==> src/rtl/mux_scan_pkg.sv <==
// Shared types, widths and priority-find helpers for the mux scan sequencer.
package mux_scan_pkg;

    localparam int unsigned SCAN_W = 16;
    localparam int unsigned SEL_W  = 4;

    typedef enum logic [1:0] {
        ST_IDLE,
        ST_SCAN,
        ST_DONE
    } state_e;

    // Lowest set bit; later (lower) hits overwrite earlier ones.
    function automatic logic [SEL_W-1:0] find_lsb(input logic [SCAN_W-1:0] v);
        logic [SEL_W-1:0] r;
        r = '0;
        for (int unsigned i = 0; i < SCAN_W; i++) begin
            if (v[SCAN_W-1-i]) r = SEL_W'(SCAN_W-1-i);
        end
        return r;
    endfunction

    // Highest set bit; later (higher) hits overwrite earlier ones.
    function automatic logic [SEL_W-1:0] find_msb(input logic [SCAN_W-1:0] v);
        logic [SEL_W-1:0] r;
        r = '0;
        for (int unsigned i = 0; i < SCAN_W; i++) begin
            if (v[i]) r = SEL_W'(i);
        end
        return r;
    endfunction

endpackage

==> src/rtl/mux16to1.sv <==
// 16:1 single-bit multiplexer used by the scan sequencer.
module mux16to1
    import mux_scan_pkg::*;
(
    input  logic [SCAN_W-1:0] data,
    input  logic [SEL_W-1:0]  sel,
    output logic              y
);

    assign y = data[sel];

endmodule

==> src/rtl/mux_scan_ctrl.sv <==
// Walks a 16:1 mux select over the masked positions of a captured word,
// presenting each selected bit under a valid/ready handshake.
module mux_scan_ctrl
    import mux_scan_pkg::*;
#(
    parameter int unsigned LSB_FIRST = 1
) (
    input  logic              clk,
    input  logic              rst,
    input  logic              start,
    input  logic [SCAN_W-1:0] data,
    input  logic [SCAN_W-1:0] mask,
    output logic [SEL_W-1:0]  sel,
    output logic              bit_out,
    output logic              bit_valid,
    input  logic              bit_ready,
    output logic              busy,
    output logic              done
);

    state_e              state_q, state_d;
    logic [SEL_W-1:0]    sel_q, sel_d;
    logic [SCAN_W-1:0]   data_q, data_d;
    logic [SCAN_W-1:0]   pend_q, pend_d;
    logic [SCAN_W-1:0]   pend_left;
    logic                mux_bit;

    function automatic logic [SEL_W-1:0] pick(input logic [SCAN_W-1:0] v);
        return (LSB_FIRST != 0) ? find_lsb(v) : find_msb(v);
    endfunction

    always_ff @(posedge clk or posedge rst) begin
        if (rst) begin
            state_q <= ST_IDLE;
            sel_q   <= '0;
            data_q  <= '0;
            pend_q  <= '0;
        end else begin
            state_q <= state_d;
            sel_q   <= sel_d;
            data_q  <= data_d;
            pend_q  <= pend_d;
        end
    end

    always_comb begin
        state_d   = state_q;
        sel_d     = sel_q;
        data_d    = data_q;
        pend_d    = pend_q;
        pend_left = '0;
        unique case (state_q)
            ST_IDLE: begin
                if (start) begin
                    data_d = data;
                    pend_d = mask;
                    if (mask != '0) begin
                        sel_d   = pick(mask);
                        state_d = ST_SCAN;
                    end else begin
                        state_d = ST_DONE;
                    end
                end
            end
            ST_SCAN: begin
                // Earlier positions are already cleared, so the next one in
                // scan order is simply the first remaining pending bit.
                if (bit_ready) begin
                    pend_left = pend_q & ~(SCAN_W'(1) << sel_q);
                    pend_d    = pend_left;
                    if (pend_left != '0) begin
                        sel_d = pick(pend_left);
                    end else begin
                        state_d = ST_DONE;
                    end
                end
            end
            ST_DONE: state_d = ST_IDLE;
            default: state_d = ST_IDLE;
        endcase
    end

    mux16to1 u_mux (
        .data (data_q),
        .sel  (sel_q),
        .y    (mux_bit)
    );

    assign sel       = sel_q;
    assign bit_valid = (state_q == ST_SCAN);
    assign bit_out   = mux_bit & bit_valid;
    assign busy      = (state_q != ST_IDLE);
    assign done      = (state_q == ST_DONE);

endmodule

==> config.mk <==
export PLATFORM = sky130hd
export DESIGN_NAME = mux_scan_ctrl
export DESIGN_NICKNAME = d
export VERILOG_FILES = /design/src/rtl/mux_scan_pkg.sv /design/src/rtl/mux16to1.sv /design/src/rtl/mux_scan_ctrl.sv
export SDC_FILE = /design/constraint.sdc
export NUM_CORES = 1
export LEC_CHECK = 0
export ABC_CLOCK_PERIOD_IN_PS = 6800
export CORE_MARGIN = 2
export CORE_UTILIZATION = 57
export DETAILED_ROUTE_END_ITERATION = 7
export GPL_TIMING_DRIVEN = 0
export PLACE_DENSITY = 0.87
export SETUP_SLACK_MARGIN = 0.05
export SYNTH_ARGS = -nofsm -noshare
export SYNTH_HDL_FRONTEND = slang
export SYNTH_SLANG_ARGS = --single-unit
export TNS_END_PERCENT = 20
==> constraint.sdc <==
create_clock -name clk -period 6.8 [get_ports clk]
set_clock_uncertainty 0.05 [all_clocks]
set_input_delay 1.36 -clock clk [delete_from_list [all_inputs] [get_ports clk]]
set_output_delay 1.36 -clock clk [all_outputs]
set_load 0.01 [all_outputs]
Word level (Yosys, flattened, before mapping)
Cells that the tools add are included.

Flip-flop bits (word level): 38. Input port bits: 36. Output and inout bits: 8. Word-level logic and storage cells: 72.

$lt $le $gt $ge: 1. Equal/unequal tests: 7. Shift-type cells: 1. Multiplexer cells: 47. Bitwise operators: 3. Reductions and logical operators: 9.

Operators with widths (count): $mux 4 (36); $mux 16 (2); $pmux 16 s2 (1); $reduce_bool 16->1 (2); $and 16x16->16 (1); $not 16->16 (1); $shl 1x4->16 const A (1); $mux 2 (4); $pmux 4 s2 (1); $ne 2x2->1 const B (3); $reduce_and 3->1 (2); $lt 4x5->1 const B (1); $reduce_and 5->1 (1); $bmux 1 s4 (1); $ne 2x1->1 const B (2); $pmux 2 s2 (1); $reduce_bool 2->1 (2); $eq 2x1->1 const B (1); $eq 2x2->1 const B (1); $logic_not 2->1 (1); $reduce_and 2->1 (1); $and 1x1->1 (1); $mux 1 (1).

Logic depth before layout (Yosys ltp)
Gate-level depths: netlist of run 1.

Word-level depth: 22. Depth in mapped cells: 10. Depth with buffers taken out: 7.

Hierarchy
Synthesis of run 1 repeated with hierarchy kept, for this count alone.

Cell total of the unflattened synthesis: 278. Area total of the unflattened synthesis: 2503.7 um^2.

By module, submodules not included: mux_scan_ctrl (times used 1, cells an instance 271, area each 2368.5 um^2, seq. area each 950.9 um^2); mux16to1 (times used 1, cells an instance 7, area each 135.1 um^2, seq. area each 0.0 um^2).

Worst setup path after synthesis of run 1
No wires, ideal clock.

Path kind: reg2out. Start: reg sel_q[1], in the netlist sel[1]. End: out bit_out. Arrival time: 1840 ps. Required time: 5390 ps. Path slack: 3550 ps. Cell stages (with the launch flop): 6. Path buffers: 2. Path through: dfrtp_1 > buf_2 > buf_2 > mux4_2 > mux4_2 > and2_1.

Longest elaborated chain between the ends: 3.

Ends and longest elaborated chain: from (decl) (RTL line mux_scan_ctrl.sv:22) `logic [SEL_W-1:0] sel_q, sel_d;`; from (signal assigned) (RTL line mux_scan_ctrl.sv:40) `sel_q <= sel_d;`; $bmux 1 s4 (RTL line mux16to1.sv:10) `assign y = data[sel];`; $mux 1 (not written as such) (RTL line mux16to1.sv:10); $and 1x1->1 (RTL line mux_scan_ctrl.sv:91) `assign bit_out = mux_bit & bit_valid;`; to (decl) (RTL line mux_scan_ctrl.sv:14) `output logic bit_out,`.

No other way between the ends. The select of a mux whose other input is x is not followed.

Final worst setup path of run 1
Ends and elaborated chain as after synthesis.

==> flow_summary_export.csv, run 1 <==
group,metric,value,unit
timing,fmax,229.4,MHz
clock_network,cts_hold_buf,0,
clock_network,path_clk_slew,0.08,ns
yosys,yosysSeqAreaShare,37.79,%
flow_run,maxCapViolCount,0,
timing,hold_slack,0.4399,ns
timing,slew_violations,0,
timing,rsz0062_at_grt,"false",
finish,multi_input_comb_area,1439,µm²
placed_design,place_congestion,1.013,
detailed_routing,antenna_left,0,
worst_setup_path,worstPathRequired,5.39,ns
pwr,power,1.427,mW
global_routing,grt_usage,31.21,%
timing,finalCritPeriodShare,64.09,%
detailed_routing,viasPerCell,6.479,
yosys,ys_ff_latch,38,
floorplan,fp.dieArea,4962,µm²
yosys,netlist_instances,298,
finish,nets,384,
worst_setup_path,timing.critical_path.from,"sel[1]$_DFFE_PP0P_",
timing,max_slew_margin,35.78,%
finish,area.growth.synth_to_final,25.36,%
yosys,yosysUniqueCellTypes,51,
detailed_routing,drtIter0Drc,398,
timing,setup_tns,0,ns
clock_network,cts-buffers-inserted,5,
worst_setup_path,start_kind,"register",
clock_network,cts_tree,"done",
floorplan,placementRows,24,
yosys,synthArstFlopShare,100.0,%
timing,tightest_slew,0.9598,ns
global_routing,grt_max_degree,39,
clock_network,ctsHtreeMaxLevel,2,
worst_setup_path,endpoint,"bit_out",
floorplan,start_util,58.60,%
worst_setup_path,reg2reg_slack,4.28,ns
timing,min_period,4.358,ns
floorplan,die_width,70.44,µm
placed_design,dpl.cell_count,393,
finish,finalNonFillerCells,401,
pwr,ir_worst_vdd,227.4,µV
finish,antenna_cells,0,
global_routing,overflow,0,
worst_setup_path,cp_data_arrival_time,2.95,ns
clock_network,cts.sinks,38,
clock_network,clkLatencyLatePin,0.30,ns
yosys,synth_edf_count,0,
yosys,syn_area_per_cell,8.444,µm²
yosys,ys_warn_count,0,
global_routing,grt_pass1_wl,11.96,mm
global_routing,grt_pass1_vias,2411,
finish,layout-drive-gt1-share,9.742,%
floorplan,ios,44,
placed_design,dp_hpwl,5.361,mm
yosys,netlist_area,2516,µm²
worst_setup_path,cp_max_fo,10,
placed_design,io_buffers,43,
clock_network,root_buffer,"clkbuf_8",
detailed_routing,num_vias,2598,
yosys,synth-main-ff-cell,"dfrtp_1",
clock_network,clockBufferDepth,2,
detailed_routing,drc,0,
worst_setup_path,reg2reg_depth,7,
worst_setup_path,worstSetupPathType,"register to output port",
clock_network,post-cts-setup-buffer-count,0,
run_status,status,"completed",
pwr,power_density,452.5,nW/µm²
clock_network,cts_resized,0,
pwr,leakage,1.338,nW
timing,final-hold-violation-count,0,
detailed_routing,drt_pass1_iterations,5,
floorplan,die_y,70.44,µm
detailed_routing,routed_wl,7.463,mm
worst_setup_path,endpoint_kind,"output port",
global_routing,antenna_found_initial,0,
timing,setup_viol,0,
floorplan,core,4294,µm²
worst_setup_path,worstReg2RegStart,"sel[1]$_DFFE_PP0P_",
detailed_routing,wl_per_cell,18.61,µm
finish,regArea,950.9,µm²
yosys,syn_nets,334,
worst_setup_path,r2r-end,"sel[0]$_DFFE_PP0P_",
finish,fillers,340,
worst_hold_path,hp-class,"register to register",
==> state kept, by name, indices dropped and copies added, names as in the netlist <==
name,flops
state_q,2
data_q,16
pend_q,16
sel,4
==> cell usage in the layout, fill, tap and decap left out, types with 3 or more instances in the layout <==
cell type / n
nor2b_1: 6
nor3b_1: 3
clkdlybuf4s50_1: 43
a22o_1: 12
nor3_1: 6
mux2i_1: 5
dfrtp_1: 38
o31ai_1: 3
clkbuf_8: 6
o22a_1: 3
clkbuf_1: 10
o22ai_1: 3
buf_2: 4
inv_1: 7
buf_6: 3
a31oi_1: 8
o21ai_0: 24
nor2_1: 25
a21oi_1: 9
mux4_2: 5
nor4_1: 6
nand2b_1: 8
nand2_1: 72
nand3_1: 3
==> cell usage after synthesis (5+ instances only) <==
cell,n,share of area [%]
nor2_1,25,3.7
mux2i_1,5,2.0
nor3_1,6,1.2
nand2b_1,8,2.0
nor4_1,6,1.5
dfrtp_1,38,38
a22o_1,12,4.2
inv_1,8,1.2
o21ai_0,24,4.8
clkbuf_1,10,1.5
mux4_2,5,4.5
nor2b_1,6,1.5
nand2_1,72,11
a21oi_1,9,1.8
a31oi_1,8,2.0
==> per-stage QoR <==
stage          setup WS, ns  util [%]  cell area (µm²)
6_report              2.442     73.46             3154
5_1_grt               2.366     73.46             3154
4_1_cts               2.485     73.46             3154
3_5_place_dp          2.789     70.13             3012
3_3_place_gp          2.836     70.13             3012
2_1_floorplan         3.550         -             2516
==> power breakdown <==
group          switching (mW)  total (mW)  internal (mW)
Clock                  0.0836       0.240          0.157
Sequential             0.0929       0.420          0.327
Combinational           0.421       0.767          0.346
Total                   0.597        1.43          0.830
==> area by class of cell <==
cell class / count / share of cell area [%]
tap: 52 / 2.063
buffer: 18 / 3.054
timing repair buffer: 43 / 13.65
inverter: 8 / 0.9520
clock inverter: 2 / 1.904
multi-input combinational: 234 / 45.62
clock buffer: 6 / 2.618
sequential: 38 / 30.15
==> how the worst min path moves through the flow <==
| stage | start | end | slack (ns) | cells after the start |
|---|---|---|---|---|
| finish | data_q[5]$_DFFE_PP0P_ | data_q[5]$_DFFE_PP0P_ | 0.44 | 2 |
| global placement | data_q[2]$_DFFE_PP0P_ | data_q[2]$_DFFE_PP0P_ | 0.40 | 2 |
| detailed placement | data_q[5]$_DFFE_PP0P_ | data_q[5]$_DFFE_PP0P_ | 0.42 | 2 |
| global route | data_q[4]$_DFFE_PP0P_ | data_q[4]$_DFFE_PP0P_ | 0.46 | 2 |
| floorplan | data_q[10]$_DFFE_PP0P_ | data_q[10]$_DFFE_PP0P_ | 0.39 | 2 |
| CTS | data_q[5]$_DFFE_PP0P_ | data_q[5]$_DFFE_PP0P_ | 0.44 | 2 |
==> metal layers <==
metal  vias up  track usage [%]  part of all wire, %
met4         0            9.402                  2.5
met2       180            48.74                   47
met1      1222            43.74                   40
li1       1173                -                    -
met5         -                0                    0
met3        23            6.494                   11
==> logic make-up after synthesis <==
kind of cell / count (synthesis) / synth area share (%)
buffers and inverters: 26 / 5.022
AND/OR/NAND/NOR: 142 / 26.80
multiplexers: 13 / 7.956
AO/OA/AOI/OAI: 79 / 22.43
flip-flops: 38 / 37.79
==> critical path: stages, from the launching register on <==
cell and delay (ns):
dfrtp_1 0.57, buf_2 0.32, buf_2 0.30, mux4_2 0.36, mux4_2 0.46, and2_1 0.17
clkdlybuf4s50_1 0.48
Note: power is estimated with default switching activity, not from simulation.
==> inputs of run 2 (changes only) <==
--- a/config.mk
+++ b/config.mk
@@ -5,12 +5,12 @@
 export SDC_FILE = /design/constraint.sdc
 export NUM_CORES = 1
 export LEC_CHECK = 0
-export ABC_CLOCK_PERIOD_IN_PS = 6800
+export ABC_CLOCK_PERIOD_IN_PS = 4400
 export CORE_MARGIN = 2
-export CORE_UTILIZATION = 57
+export CORE_UTILIZATION = 53
 export DETAILED_ROUTE_END_ITERATION = 7
 export GPL_TIMING_DRIVEN = 0
-export PLACE_DENSITY = 0.87
+export PLACE_DENSITY = 0.82
 export SETUP_SLACK_MARGIN = 0.05
 export SYNTH_ARGS = -nofsm -noshare
 export SYNTH_HDL_FRONTEND = slang
==> constraint.sdc (replaced) <==
create_clock -name clk -period 4.4 [get_ports clk]
set_clock_uncertainty 0.05 [all_clocks]
set_input_delay 0.88 -clock clk [delete_from_list [all_inputs] [get_ports clk]]
set_output_delay 0.88 -clock clk [all_outputs]
set_load 0.01 [all_outputs]
==> flow_summary_export.csv, run 2 (synthesis results as in run 1) <==
group,metric,value,unit
finish,final_cell_mix,"nand2_1, clkdlybuf4s50_1, dfrtp_1",
global_routing,grt_usage,29.31,%
timing,min_period,3.883,ns
pwr,power_density,671.9,nW/µm²
detailed_routing,viasPerCell,6.382,
clock_network,clockBufferDepth,2,
timing,slew_violations,0,
finish,antenna_cells,0,
timing,hold_slack,0.4333,ns
worst_hold_path,hp-class,"register to register",
global_routing,grt_pass1_vias,2340,
placed_design,dpl_cell_area,3014,µm²
detailed_routing,drt_pass1_iterations,5,
clock_network,root_buffer,"clkbuf_8",
worst_setup_path,cp_max_fo,10,
clock_network,cts-buffers-inserted,5,
timing,tightest_slew,0.8492,ns
clock_network,cts.sinks,38,
floorplan,fp.dieArea,5314,µm²
detailed_routing,drc,0,
clock_network,cts_tree,"done",
pwr,ir_worst_vdd,340.4,µV
worst_setup_path,endpoint,"bit_out",
global_routing,overflow,0,
detailed_routing,num_vias,2572,
timing,finalCritPeriodShare,88.24,%
timing,setup_tns,0,ns
worst_setup_path,cp_cell_sequence,"buf_2, buf_2, mux4_2, mux4_2, and2_1, clkdlybuf4s50_1",
worst_setup_path,reg2reg_depth,9,
worst_setup_path,r2r-end,"sel[0]$_DFFE_PP0P_",
global_routing,grt_pass1_wl,11.70,mm
timing,final-hold-violation-count,0,
worst_setup_path,worst-path-buf-inv,3,
worst_setup_path,worstPathRequired,3.47,ns
global_routing,grt_max_degree,39,
flow_run,maxCapViolCount,0,
clock_network,cts_hold_buf,0,
pwr,power,2.089,mW
floorplan,die_width,72.90,µm
worst_setup_path,cp_data_arrival_time,2.95,ns
finish,fillers,402,
floorplan,core,4661,µm²
finish,regArea,950.9,µm²
timing,fmax,257.6,MHz
detailed_routing,wl_per_cell,18.10,µm
floorplan,start_util,53.99,%
floorplan,placementRows,25,
worst_setup_path,path_delay_family,"buffers and inverters",
clock_network,cts_resized,0,
placed_design,dp_hpwl,5.364,mm
worst_setup_path,slowest_delay,0.56,ns
detailed_routing,drtIter0Drc,339,
floorplan,ios,44,
worst_setup_path,timing.critical_path.from,"sel[1]$_DFFE_PP0P_",
finish,layout-drive-gt1-share,9.742,%
finish,nets,384,
run_status,status,"completed",
finish,multi_input_comb_area,1439,µm²
clock_network,ctsHtreeMaxLevel,2,
placed_design,place_congestion,0.9216,
detailed_routing,routed_wl,7.294,mm
clock_network,clkLatencyLatePin,0.30,ns
worst_setup_path,worstReg2RegStart,"sel[0]$_DFFE_PP0P_",
worst_setup_path,endpoint_kind,"output port",
worst_setup_path,reg2reg_slack,2.03,ns
finish,final_common_cell,"nand2_1",
clock_network,path_clk_slew,0.08,ns
worst_setup_path,cp_slowest_cell,"dfrtp_1",
worst_hold_path,min_path_cells,2,
detailed_routing,antenna_left,0,
pwr,leakage,1.314,nW
timing,rsz0062_at_grt,"false",
global_routing,antenna_found_initial,0,
timing,max_slew_margin,43.18,%
worst_setup_path,start_kind,"register",
finish,area.growth.synth_to_final,23.57,%
floorplan,die_y,72.90,µm
placed_design,io_buffers,43,
timing,setup_viol,0,
clock_network,post-cts-setup-buffer-count,0,
finish,stdcell_area,3109,µm²
worst_setup_path,worstSetupPathType,"register to output port",
worst_setup_path,cp.depth,6,
==> run 2: cell types whose count changed in the layout (fill, tap and decap cells not counted), sizes merged <==
cell      previous run  this run
bufinv               2         0
clkinv               0         1
clkinvlp             0         1
==> run 2: final cells by class <==
type	count	area share, %
plain buffers	18	3.099
clock buffers	6	2.656
inverters	8	0.9658
multi-input cells	234	46.28
clock inverters	2	0.4024
well taps	54	2.173
flip-flops and latches	38	30.58
repair buffers	43	13.84
==> run 2: worst min-delay path by stage <==
stage	from	to	slack [ns]
final	data_q[12]$_DFFE_PP0P_	data_q[12]$_DFFE_PP0P_	0.43
after global routing	data_q[2]$_DFFE_PP0P_	data_q[2]$_DFFE_PP0P_	0.44
after CTS	data_q[4]$_DFFE_PP0P_	data_q[4]$_DFFE_PP0P_	0.43
after detailed placement	data_q[11]$_DFFE_PP0P_	data_q[11]$_DFFE_PP0P_	0.41
after global placement	data_q[3]$_DFFE_PP0P_	data_q[3]$_DFFE_PP0P_	0.40
after floorplan	data_q[10]$_DFFE_PP0P_	data_q[10]$_DFFE_PP0P_	0.39
==> run 2: stage by stage <==
step / setup WS [ns] / utilization [%] / instances
after detailed placement: 0.9032 / 64.67 / 395
after global placement: 0.9311 / 64.67 / 395
after floorplan: 1.630 / - / 298
after CTS: 0.5723 / 66.71 / 403
after global routing: 0.4961 / 66.71 / 403
final: 0.5175 / 66.71 / 403
==> run 2: metal layers <==
| metal | track usage (%) | share of wire (%) |
|---|---|---|
| met1 | 42.28 | 44 |
| met4 | 10.29 | 3.0 |
| met2 | 44.75 | 43 |
| met3 | 4.696 | 9.7 |
| met5 | 0 | 0 |
==> run 2: worst register-to-register path, cell delays in order, from the launching register on <==
cell and delay (ns):
dfrtp_1 0.36, buf_6 0.15, buf_6 0.18, clkbuf_1 0.44, nand2_1 0.19, nor3_1 0.24, o22a_1 0.17, o21ai_0 0.14
a21oi_2 0.18, a31oi_1 0.13
==> run 2: power breakdown <==
| part | switching, mW | leakage, nW | internal [mW] |
|---|---|---|---|
| registers | 0.155 | 0.472 | 0.506 |
| clock network | 0.135 | 0.0472 | 0.126 |
| logic | 0.633 | 0.795 | 0.535 |
| total | 0.922 | 1.31 | 1.17 |
==> inputs of run 3 (changes only) <==
--- a/config.mk
+++ b/config.mk
@@ -5,7 +5,8 @@
 export SDC_FILE = /design/constraint.sdc
 export NUM_CORES = 1
 export LEC_CHECK = 0
-export ABC_CLOCK_PERIOD_IN_PS = 4400
+export ABC_CLOCK_PERIOD_IN_PS = 4000
+export CORE_ASPECT_RATIO = 0.6
 export CORE_MARGIN = 2
 export CORE_UTILIZATION = 53
 export DETAILED_ROUTE_END_ITERATION = 7
==> constraint.sdc (replaced) <==
create_clock -name clk -period 4 [get_ports clk]
set_clock_uncertainty 0.05 [all_clocks]
set_input_delay 0.8 -clock clk [delete_from_list [all_inputs] [get_ports clk]]
set_output_delay 0.8 -clock clk [all_outputs]
set_load 0.01 [all_outputs]
==> flow_summary_export.csv, run 3 (synthesis results as in run 1) <==
group,metric,value,unit
detailed_routing,routed_wl,7.632,mm
clock_network,cts_tree,"done",
placed_design,dp_hpwl,5.601,mm
finish,final_common_cell,"nand2_1",
finish,regArea,950.9,µm²
finish,finish.utilization,68.09,%
pwr,switching_share,44.63,%
timing,final-hold-violation-count,0,
pwr,power_frac_seq,30.9,%
worst_setup_path,worstSetupPathType,"register to output port",
finish,layout-drive-gt1-share,9.222,%
clock_network,root_buffer,"clkbuf_8",
detailed_routing,antenna_left,0,
timing,worst_slack,0.1493,ns
pwr,leakage,1.310,nW
global_routing,grt_usage,30.88,%
finish,stdcell_area,3108,µm²
finish,fillers,403,
clock_network,path_clk_slew,0.07,ns
placed_design,place_congestion,0.9904,
timing,finalCritPeriodShare,96.27,%
run_status,status,"completed",
clock_network,cts-buffers-inserted,5,
detailed_routing,wl_per_cell,18.61,µm
pwr,p_sw,1.030,mW
timing,max_slew_margin,41.31,%
global_routing,overflow,0,
clock_network,ctsHtreeMaxLevel,2,
worst_setup_path,start_kind,"register",
pwr,power,2.309,mW
worst_setup_path,cp_data_arrival_time,3.00,ns
worst_setup_path,endpoint_kind,"output port",
worst_setup_path,reg2reg_depth,8,
finish,multi_input_comb_area,1439,µm²
pwr,p_clk_share,11.8,%
floorplan,placementRows,19,
pwr,power_density,742.9,nW/µm²
worst_setup_path,cp_slowest_cell,"dfrtp_1",
floorplan,start_util,55.13,%
global_routing,grt_pass1_vias,2428,
global_routing,antenna_found_initial,0,
global_routing,grt_max_degree,39,
detailed_routing,drt_pass1_iterations,5,
timing,slew_violations,0,
finish,antenna_cells,0,
placed_design,pre_cts_slack,0.5268,ns
timing,hold_slack,0.4258,ns
timing,rsz0062_at_grt,"false",
detailed_routing,drtIter0Drc,320,
clock_network,cts.sinks,38,
clock_network,cts_resized,0,
detailed_routing,num_vias,2538,
pwr,combPwrFrac,57.3,%
worst_setup_path,cp_cell_sequence,"buf_2, buf_2, mux4_2, mux4_2, and2_1, clkdlybuf4s50_1",
finish,area.growth.synth_to_final,23.52,%
worst_hold_path,hp-class,"register to register",
timing,min_period,3.851,ns
placed_design,dpl.cell_count,404,
placed_design,io_buffers,43,
detailed_routing,viasPerCell,6.190,
flow_run,maxCapViolCount,0,
clock_network,clkLatencyLatePin,0.30,ns
finish,final_cell_mix,"nand2_1, clkdlybuf4s50_1, dfrtp_1",
timing,setup_tns,0,ns
worst_setup_path,slowest_delay,0.59,ns
worst_hold_path,min_path_cells,2,
clock_network,cts_hold_buf,0,
pwr,intPower,1.279,mW
finish,nets,384,
worst_setup_path,cp_max_fo,10,
floorplan,core,4564,µm²
global_routing,grt_pass1_wl,12.46,mm
worst_setup_path,worstPathRequired,3.15,ns
floorplan,die_width,92.95,µm
finish,finalNonFillerCells,410,
detailed_routing,drc,0,
timing,tightest_slew,0.8770,ns
timing,fmax,259.7,MHz
clock_network,clockBufferDepth,2,
floorplan,die_y,57.37,µm
floorplan,fp.dieArea,5333,µm²
placed_design,dpl_cell_area,3025,µm²
timing,setup_viol,0,
clock_network,post-cts-setup-buffer-count,0,
pwr,ir_worst_vdd,392.4,µV
floorplan,ios,44,
## run 3: layout make-up
type                            count  area share, %
Buffer                             18          3.100
Multi-Input combinational cell    234          46.30
Tap cell                           63          2.536
Inverter                            8         0.9662
Timing Repair Buffer               43          13.85
Clock buffer                        6          2.657
Sequential cell                    38          30.60
## run 3: final timing paths
path / to / slack [ns] / from
worst max-delay path: bit_out / 0.15 / sel[1]$_DFFE_PP0P_
worst min-delay path: data_q[5]$_DFFE_PP0P_ / 0.43 / data_q[5]$_DFFE_PP0P_
worst max register to register: sel[0]$_DFFE_PP0P_ / 1.39 / sel[3]$_DFFE_PP0P_
worst min register to register: data_q[5]$_DFFE_PP0P_ / 0.43 / data_q[5]$_DFFE_PP0P_
max in group asynchronous: data_q[8]$_DFFE_PP0P_ / 2.43 / rst
min in group asynchronous: pend_q[8]$_DFFE_PP0P_ / 0.94 / rst
## run 3: per-layer routing
layer / GRT usage [%] / vias to the layer above / wire length, µm
li1: - / 1167 / -
met1: 47.25 / 1204 / 3403
met2: 40.99 / 154 / 3061
met3: 10.57 / 13 / 1048
met4: 9.034 / 0 / 119
met5: 0 / - / 0
## run 3: critical path, delay by kind of cell, from the launching register on
kind	cells	cell delay (ns)
muxes	2	0.83
DFF	1	0.59
buffers and inverters	3	1.09
and+or+nand+nor	1	0.17
## run 3: power groups by stage
stage | sequential [mW] | clock, mW | combinational (mW)
after detailed placement | 0.714 | 0 | 1.29
after floorplan | 0.678 | 0 | 0.915
after CTS | 0.707 | 0.273 | 1.29
final | 0.713 | 0.272 | 1.32
after global routing | 0.738 | 0.288 | 1.43
after global placement | 0.703 | 0 | 1.28
